## config.mk

```make
export PLATFORM = sky130hd
export DESIGN_NAME = lc3_decode
export DESIGN_NICKNAME = d
export VERILOG_FILES = /design/src/rtl/lc3_pkg.sv /design/src/rtl/lc3_ctrl_decoder.sv /design/src/rtl/lc3_decode.sv
export SDC_FILE = /design/constraint.sdc
export NUM_CORES = 1
export LEC_CHECK = 0
export ABC_AREA = 0
export CAP_MARGIN = 25
export CORE_ASPECT_RATIO = 0.9
export CORE_MARGIN = 4
export CORE_UTILIZATION = 35
export CTS_CLUSTER_DIAMETER = 100
export DETAILED_ROUTE_END_ITERATION = 7
export GPL_ROUTABILITY_DRIVEN = 1
export PLACE_DENSITY = 0.78
export SLEW_MARGIN = 0
export SYNTH_ARGS = -nofsm -noshare
export SYNTH_HDL_FRONTEND = slang
export SYNTH_HIERARCHICAL = 1
export SYNTH_SLANG_ARGS = --single-unit
```

## constraint.sdc

```tcl
create_clock -name clock -period 0.95 [get_ports clock]
set_input_delay 0.095 -clock clock [delete_from_list [all_inputs] [get_ports clock]]
set_output_delay 0.095 -clock clock [all_outputs]
set_load 0.005 [all_outputs]
```

## src/rtl/lc3_pkg.sv

```systemverilog
// rtl/lc3_pkg.sv - LC-3 opcode enum and decode control-word encodings
package lc3_pkg;

  typedef enum logic [3:0] {
    OP_BR   = 4'h0,
    OP_ADD  = 4'h1,
    OP_LD   = 4'h2,
    OP_ST   = 4'h3,
    OP_JSR  = 4'h4,
    OP_AND  = 4'h5,
    OP_LDR  = 4'h6,
    OP_STR  = 4'h7,
    OP_RTI  = 4'h8,
    OP_NOT  = 4'h9,
    OP_LDI  = 4'hA,
    OP_STI  = 4'hB,
    OP_JMP  = 4'hC,
    OP_RES  = 4'hD,
    OP_LEA  = 4'hE,
    OP_TRAP = 4'hF
  } opcode_e;

  localparam logic [1:0] ALU_ADD = 2'b00;
  localparam logic [1:0] ALU_AND = 2'b01;
  localparam logic [1:0] ALU_NOT = 2'b10;

  localparam logic [1:0] PCSEL1_NONE = 2'b00;
  localparam logic [1:0] PCSEL1_OFF9 = 2'b01;
  localparam logic [1:0] PCSEL1_OFF6 = 2'b10;
  localparam logic [1:0] PCSEL1_ZERO = 2'b11;

  localparam logic [1:0] WSEL_ALU = 2'b00;
  localparam logic [1:0] WSEL_MEM = 2'b01;
  localparam logic [1:0] WSEL_PC  = 2'b10;

  typedef struct packed {
    logic [1:0] alu_control;
    logic [1:0] pcselect1;
    logic       pcselect2;
    logic       op2select;
  } e_control_t;

endpackage

```

## src/rtl/lc3_ctrl_decoder.sv

```systemverilog
// rtl/lc3_ctrl_decoder.sv - combinational opcode to E/W/Mem control-word mapping
module lc3_ctrl_decoder
  import lc3_pkg::*;
(
  input  opcode_e    opcode_i,
  input  logic       imm_bit_i,
  output e_control_t e_ctrl_o,
  output logic [1:0] w_ctrl_o,
  output logic       mem_ctrl_o,
  output logic       illegal_o
);

  always_comb begin
    e_ctrl_o   = '0;
    w_ctrl_o   = WSEL_ALU;
    mem_ctrl_o = 1'b0;
    illegal_o  = 1'b0;
    case (opcode_i)
      OP_ADD: begin
        e_ctrl_o.alu_control = ALU_ADD;
        e_ctrl_o.op2select   = ~imm_bit_i;
      end
      OP_AND: begin
        e_ctrl_o.alu_control = ALU_AND;
        e_ctrl_o.op2select   = ~imm_bit_i;
      end
      OP_NOT: e_ctrl_o.alu_control = ALU_NOT;
      OP_BR, OP_ST: begin
        e_ctrl_o.pcselect1 = PCSEL1_OFF9;
        e_ctrl_o.pcselect2 = 1'b1;
      end
      OP_LD, OP_LEA: begin
        e_ctrl_o.pcselect1 = PCSEL1_OFF9;
        e_ctrl_o.pcselect2 = 1'b1;
        w_ctrl_o           = (opcode_i == OP_LEA) ? WSEL_PC : WSEL_MEM;
      end
      OP_LDI, OP_STI: begin
        e_ctrl_o.pcselect1 = PCSEL1_OFF9;
        e_ctrl_o.pcselect2 = 1'b1;
        mem_ctrl_o         = 1'b1;
        w_ctrl_o           = (opcode_i == OP_LDI) ? WSEL_MEM : WSEL_ALU;
      end
      OP_LDR: begin
        e_ctrl_o.pcselect1 = PCSEL1_OFF6;
        w_ctrl_o           = WSEL_MEM;
      end
      OP_STR: e_ctrl_o.pcselect1 = PCSEL1_OFF6;
      OP_JMP: e_ctrl_o.pcselect1 = PCSEL1_ZERO;
      // JSR, RTI, reserved and TRAP are not executed by this pipeline
      default: illegal_o = 1'b1;
    endcase
  end

endmodule

```

## src/rtl/lc3_decode.sv

```systemverilog
// rtl/lc3_decode.sv - LC-3 decode stage; LC3_DECODE_ILLEGAL_EN enables sticky illegal-opcode capture
module lc3_decode
  import lc3_pkg::*;
#(
  parameter int WIDTH = 16
) (
  input  logic             clock,
  input  logic             reset,
  input  logic             enable_decode,
  input  logic [WIDTH-1:0] dout,
  input  logic [WIDTH-1:0] npc_in,
  output logic [WIDTH-1:0] IR,
  output logic [WIDTH-1:0] npc_out,
  output logic [5:0]       E_Control,
  output logic [1:0]       W_Control,
  output logic             Mem_Control,
  output logic             decode_valid,
  output logic             illegal_op,
  output logic [WIDTH-1:0] illegal_npc
);

  e_control_t       e_ctrl_d, e_ctrl_q;
  logic [1:0]       w_ctrl_d, w_ctrl_q;
  logic             mem_ctrl_d, mem_ctrl_q;
  logic             dec_illegal;
  logic [WIDTH-1:0] ir_q, npc_q;
  logic             valid_q;

  lc3_ctrl_decoder u_ctrl (
    .opcode_i   (opcode_e'(dout[WIDTH-1 -: 4])),
    .imm_bit_i  (dout[5]),
    .e_ctrl_o   (e_ctrl_d),
    .w_ctrl_o   (w_ctrl_d),
    .mem_ctrl_o (mem_ctrl_d),
    .illegal_o  (dec_illegal)
  );

  always_ff @(posedge clock or negedge reset) begin
    if (!reset) begin
      ir_q       <= '0;
      npc_q      <= '0;
      e_ctrl_q   <= '0;
      w_ctrl_q   <= '0;
      mem_ctrl_q <= 1'b0;
      valid_q    <= 1'b0;
    end else begin
      valid_q <= enable_decode;
      if (enable_decode) begin
        ir_q       <= dout;
        npc_q      <= npc_in;
        e_ctrl_q   <= e_ctrl_d;
        w_ctrl_q   <= w_ctrl_d;
        mem_ctrl_q <= mem_ctrl_d;
      end
    end
  end

  assign IR           = ir_q;
  assign npc_out      = npc_q;
  assign E_Control    = e_ctrl_q;
  assign W_Control    = w_ctrl_q;
  assign Mem_Control  = mem_ctrl_q;
  assign decode_valid = valid_q;

`ifdef LC3_DECODE_ILLEGAL_EN
  logic             ill_op_q;
  logic [WIDTH-1:0] ill_npc_q;

  // Only the first illegal instruction is recorded until the next reset
  always_ff @(posedge clock or negedge reset) begin
    if (!reset) begin
      ill_op_q  <= 1'b0;
      ill_npc_q <= '0;
    end else if (enable_decode && dec_illegal && !ill_op_q) begin
      ill_op_q  <= 1'b1;
      ill_npc_q <= npc_in;
    end
  end

  assign illegal_op  = ill_op_q;
  assign illegal_npc = ill_npc_q;
`else
  logic unused_illegal;
  assign unused_illegal = dec_illegal;
  assign illegal_op     = 1'b0;
  assign illegal_npc    = '0;
`endif

endmodule

```

== Yosys cells after proc, flatten, opt, wreduce, memory -nomap -nowiden ==
Index checks and enable logic that the tools add are counted.

* Equal/unequal tests: 11
* Multiplexer cells: 8
* Bitwise operators: 1
* Reductions and logical operators: 6

{| class="wikitable"
|+ Operator list
! kind !! number
|-
| $eq A4 B4 Y1 const B || 5
|-
| $eq A4 B3 Y1 const B || 3
|-
| $pmux W2 S3 || 2
|-
| $eq A4 B2 Y1 const B || 2
|-
| $reduce_or A2 Y1 || 4
|-
| $reduce_or A6 Y1 || 1
|-
| $eq A4 B1 Y1 const B || 1
|-
| $logic_not A4 Y1 || 1
|-
| $mux W1 || 4
|-
| $pmux W2 S2 || 1
|-
| $mux W2 || 1
|-
| $not A1 Y1 || 1
|}

* Register bits after elaboration: 42
* Input bits: 35
* Output and inout port bits: 59
* Logic and storage cells: 35

== Depth between registers and ports, before layout ==
Gate-level depths: netlist of run 1.

* Word-level depth: 3
* Depth in mapped cells: 4
* Gate-level depth less buffers: 3

== Hierarchy ==
Netlist of run 1, hierarchy kept.

{| class="wikitable"
|+ By module, submodules not included
! module !! times used !! cells an instance !! area an instance (sq um) !! sequential area each (sq um)
|-
| lc3_decode || 1 || 106 || 1885.6 || 1051.0
|-
| lc3_ctrl_decoder || 1 || 22 || 155.1 || 0.0
|}

== Worst setup path after synthesis of run 1 ==
Ideal clock, no wire load.

* Kind: input port to flip-flop
* Start point: input dout[15]
* End point: register e_ctrl_q (netlist bit E_Control[3])
* Library setup time: 64 ps
* Data arrival time: 810 ps
* Required time: 886 ps
* Setup slack: 76 ps
* Stages: 4
* Path buffers: 1
* Cells stage by stage: buf_4 -> or3b_1 -> a21oi_1 -> mux2_4

{| class="wikitable"
|+ RTL lines
! item !! RTL line !! source
|-
| from (decl) || lc3_decode.sv:10 || <nowiki>input logic [WIDTH-1:0] dout,</nowiki>
|-
| to (signal assigned) || lc3_decode.sv:51 || <nowiki>e_ctrl_q <= e_ctrl_d;</nowiki>
|-
| to (decl) || lc3_decode.sv:22 || <nowiki>e_control_t e_ctrl_d, e_ctrl_q;</nowiki>
|}

== Final worst setup path of run 1 ==
* Start point: register e_ctrl_q (netlist bit E_Control[5])
* End point: output E_Control[5]

{| class="wikitable"
|+ RTL lines
! item !! RTL line !! source
|-
| to (decl) || lc3_decode.sv:14 || <nowiki>output logic [5:0] E_Control,</nowiki>
|}

No word-level cell between the ends.

==> flow_summary.ini, run 1 <==
[logic_synthesis]
synth_area_sq_mm = 0.002006
syn-instance-count = 124
avgSynthCellArea_sq_um = 16.17
yosys_warnings = 6

[floorplan]
num_rows = 25
die_y_um = 79.82
core_sq_mm = 0.005411
start_util_pct = 37.06
die_w_um = 87.80
dieArea_sq_mm = 0.007007
num_io_pins = 94

[worst_setup_path]
cp.arrival_ps = 840
critPathTopFamily = flip-flops
worstSetupEndpointType = output port
worst-path-max-fanout = 2
worst-path-buf-inv = 1
cp_slowest_stage_delay_ps = 410
cpMaxStageDelayCell = dfrtp_1
crit_path_cell_trace = buf_2
path_class = reg2out
critical_path_required_ps = 850
startpoint_type = flip-flop

[global_route]
grt_max_degree = 43
grt_antenna_before_repair = 0
gr-usage-all-layers_pct = 12.30
grt.overflow.total = 0
grt_pass1_vias = 1333
grt_pass1_wl_um = 6679

[route]
routedWlPerCell_um = 14.56
wl_um = 4294
ant_nets = 0
wl_met2_um = 1861
firstDrtPassIters = 4
drcViolationCount = 0
highest_layer = met4
viasPerCell = 4.241
drt_iter0_drc = 29
wl_met3_um = 464
wl_met1_um = 1954
dr_total_vias = 1251

[timing]
hold_viol_final = 0
final.setup.worst_slack_ps = 12.56
final_max_slew_viol_count = 0
rsz0062_at_grt = true
period_minus_slack_ps = 937.4
report.final.setup_viol = 0
period_share_pct = 98.68
skew_ps = 0
clock.fmax_ghz = 1.067

[cells_and_area]
finalNetCount = 262
diodes = 0
synthToLayoutAreaGrowth_pct = 40.80
drive_above_1_share_pct = 52.63
final_area_sq_mm = 0.002824
layout_commonest_cell = buf_2
fill_cells = 494
final_cell_mix = buf_2 (44), dfrtp_1 (42), mux2_4 (40)

[placement]
io_buffers = 76
place_congestion = 0.7701
dp_slack_ps = -497.4
hpwl_um = 3040
place_area_sq_mm = 0.002818

[clock_tree]
tritoncts = done
h-tree-depth = 2
numCtsBuffers = 5
clock_path_buffers = 2
worstSkewPairLatency_ps = 280
cts.sinks = 42
cts_root_buf = clkbuf_8
clkTransAtPathRegs_ps = 90

[power]
power_density_mw_per_mm2 = 1539
leakagePower_uw = 0.001451
irDropWorstVdd_mv = 0.7990

[status]
outcome = completed

[run]
maxCapViolations = 0

[worst_hold_path]
hold_class = in2reg
[final cells by class]
type | count | area [sq um] | share of cell area [%]
Clock buffer | 6 | 72.57 | 2.570
Clock inverter | 2 | 37.54 | 1.329
Inverter | 2 | 7.507 | 0.2658
Multi-Input combinational cell | 72 | 769.5 | 27.25
Sequential cell | 42 | 1051 | 37.22
Tap cell | 67 | 83.83 | 2.969
Timing Repair Buffer | 104 | 802.0 | 28.40
[where the power goes]
group | total, uW | switching (uW) | internal (uW)
clock network | 1390 | 610 | 785
registers | 2040 | 87.0 | 1950
logic | 913 | 314 | 599
total | 4350 | 1010 | 3340
[metrics by stage]
stage / hold slack [ps] / util, % / cells / TNS (ps) / total power [uW]
floorplan: -200.6 / - / 140 / 0 / 2533
global placement: 86.86 / 52.07 / 273 / -4156 / 3064
detailed placement: 89.85 / 52.07 / 273 / -4279 / 3085
CTS: 175.3 / 52.25 / 295 / -13.45 / 4422
global route: 170.8 / 52.19 / 295 / -57.01 / 4588
finish: 184.7 / 52.19 / 295 / 0 / 4346
[repair_timing]
item / 4_1_cts / 5_1_grt
gates resized for setup: 174 / 0
endpoints found under the hold margin: 42 / 0
gates cloned: 0 / 0
buffers inserted: 14 / 1
endpoints found under the setup margin: 51 / 10
hold buffers: 1 / 0
[state kept, by name, summed over array words and instances (netlist names)]
register / flops
IR: 16
npc_out: 16
E_Control: 6
W_Control: 2
Mem_Control: 1
decode_valid: 1
[worst register-to-register path: cells and delay by family, from the launching register on]
kind                   cells  cell delay (ps)
buffers and inverters      1              130
flip-flops                 1              390
multiplexers               1              260
[per-layer routing]
| layer | track usage [%] | up-vias |
|---|---|---|
| met2 | 18.75 | 64 |
| met5 | 0 | - |
| met3 | 3.715 | 2 |
| met1 | 17.12 | 594 |
| met4 | 2.761 | 0 |
| li1 | - | 591 |
[final timing paths]
path                          startpoint           end  slack [ps]  depth (start not counted)
max in group asynchronous          reset         IR[2]         440                          3
min reg2reg                        IR[2]         IR[2]         510                          1
min                        enable_decode  decode_valid         180                          2
max reg2reg                        IR[8]         IR[8]          60                          2
min in group asynchronous          reset         IR[9]         300                          3
max                         E_Control[5]  E_Control[5]          10                          1
Power figures use the tool's default switching activity.
==> run 2: changes to the inputs <==
- PLACE_DENSITY: 0.78 -> 0.7
==> flow_summary.ini, run 2 (synthesis gave the netlist of run 1 again) <==
[cells_and_area]
final_cells = 305
final_cell_mix = buf_2 (44), dfrtp_1 (42), mux2_4 (40)
fin_util_pct = 53.11
finalNetCount = 272
drive_above_1_share_pct = 55.04
diodes = 0
fill_cells = 484
layout_commonest_cell = buf_2
synthToLayoutAreaGrowth_pct = 43.29

[power]
swShare_pct = 23.52
pwr-share-clk_pct = 28.0
power_density_mw_per_mm2 = 1438
irDropWorstVdd_mv = 0.9090
seqPwrFrac_pct = 49.3
internal_power_uw = 3160
p_switching_uw = 971.9
combPwrFrac_pct = 22.7
leakagePower_uw = 0.001494

[timing]
rsz0062_at_grt = false
final.setup.worst_slack_ps = 42.24
tns_ps = 0
report.final.setup_viol = 0
period_share_pct = 95.55
period_minus_slack_ps = 907.8
skew_ps = 0
final_max_slew_viol_count = 0
hold_viol_final = 0
hold_ws_ps = 165.4
clock.fmax_ghz = 1.102

[run]
maxCapViolations = 0

[floorplan]
start_util_pct = 37.06
core_sq_mm = 0.005411
die_y_um = 79.82
num_io_pins = 94
dieArea_sq_mm = 0.007007
num_rows = 25
die_w_um = 87.80

[global_route]
met1_usage_pct = 15.88
use_met3_pct = 2.993
grt_antenna_before_repair = 0
gr-usage-all-layers_pct = 12.21
grt_pass1_wl_um = 6734
grt-busiest-layer = met2
grt_max_degree = 32
grt.overflow.total = 0
grt_pass1_vias = 1345
use_met2_pct = 20.41

[worst_setup_path]
cpMaxStageDelayCell = dfrtp_1
cp_slowest_stage_delay_ps = 400
critPathTopFamily = flip-flops
cp.arrival_ps = 810
worstSetupEndpointType = output port
crit_path_cell_trace = buf_2
worst-path-buf-inv = 1
worst-path-max-fanout = 2
path_class = reg2out
startpoint_type = flip-flop
critical_path_required_ps = 850

[placement]
hpwl_um = 3157
io_buffers = 76
place_congestion = 0.7666
dp_slack_ps = -482.2
dp.cells = 282

[clock_tree]
numCtsBuffers = 5
clock_path_buffers = 2
cts_root_buf = clkbuf_8
worstSkewPairLatency_ps = 280
clkTransAtPathRegs_ps = 80
cts.sinks = 42
tritoncts = done
h-tree-depth = 2

[route]
ant_nets = 0
firstDrtPassIters = 4
dr_total_vias = 1301
wl_um = 4319
viasPerCell = 4.266
drcViolationCount = 0
routedWlPerCell_um = 14.16
drt_iter0_drc = 27

[status]
outcome = completed

[worst_hold_path]
hold_class = in2reg
-- run 2: per-layer routing --
layer | vias up | routed length (um)
met2 | 49 | 2137
met1 | 637 | 1834
met3 | 2 | 315
li1 | 613 | -
met5 | - | 0
met4 | 0 | 31
-- run 2: per-stage QoR --
| step | cell area, sq um | power (uW) |
|---|---|---|
| after detailed placement | 2873 | 3102 |
| after global placement | 2873 | 3093 |
| after floorplan | 2066 | 2533 |
| after global routing | 2874 | 4355 |
| after CTS | 2879 | 4196 |
| final | 2874 | 4131 |
-- run 2: path summary, 6_finish.rpt --
check                         startpoint           end  slack, ps  cells after the start
min                        enable_decode  decode_valid        170                      2
max in group asynchronous          reset    npc_out[1]        260                      3
min reg2reg                  npc_out[14]   npc_out[14]        510                      1
max reg2reg                 W_Control[0]  W_Control[0]         60                      2
max                         W_Control[0]  W_Control[0]         40                      1
min in group asynchronous          reset    npc_out[4]        230                      2
-- run 2: area by class of cell --
| class | count | area, sq um | share of cell area (%) |
|---|---|---|---|
| well taps | 67 | 83.83 | 2.917 |
| clock inverters | 1 | 5.005 | 0.1741 |
| multi-input cells | 72 | 775.7 | 26.99 |
| inverters | 2 | 7.507 | 0.2612 |
| flip-flops and latches | 42 | 1051 | 36.57 |
| clock buffers | 7 | 86.33 | 3.004 |
| repair buffers | 114 | 864.6 | 30.08 |
-- run 2: what timing repair did --
| action | in CTS | in global routing |
|---|---|---|
| resized for setup | 174 | 1 |
| hold buffers | 1 | 0 |
| endpoints found under the hold margin | 42 | 0 |
| endpoints found under the setup margin | 51 | 2 |
| buffers inserted | 17 | 0 |
-- run 2: power by group through the flow --
stage	combinational (uW)	sequential (uW)	clock (uW)
3_5_place_dp	1030	2080	0
6_report	937	2040	1160
2_1_floorplan	448	2090	0
4_1_cts	961	2040	1200
3_3_place_gp	1020	2080	0
5_1_grt	1010	2060	1280
==> run 3: changes to the inputs <==
- CAP_MARGIN: 25 -> 20
==> results of run 3 <==
Final layout, timing and power as in run 2 (identical DEF).
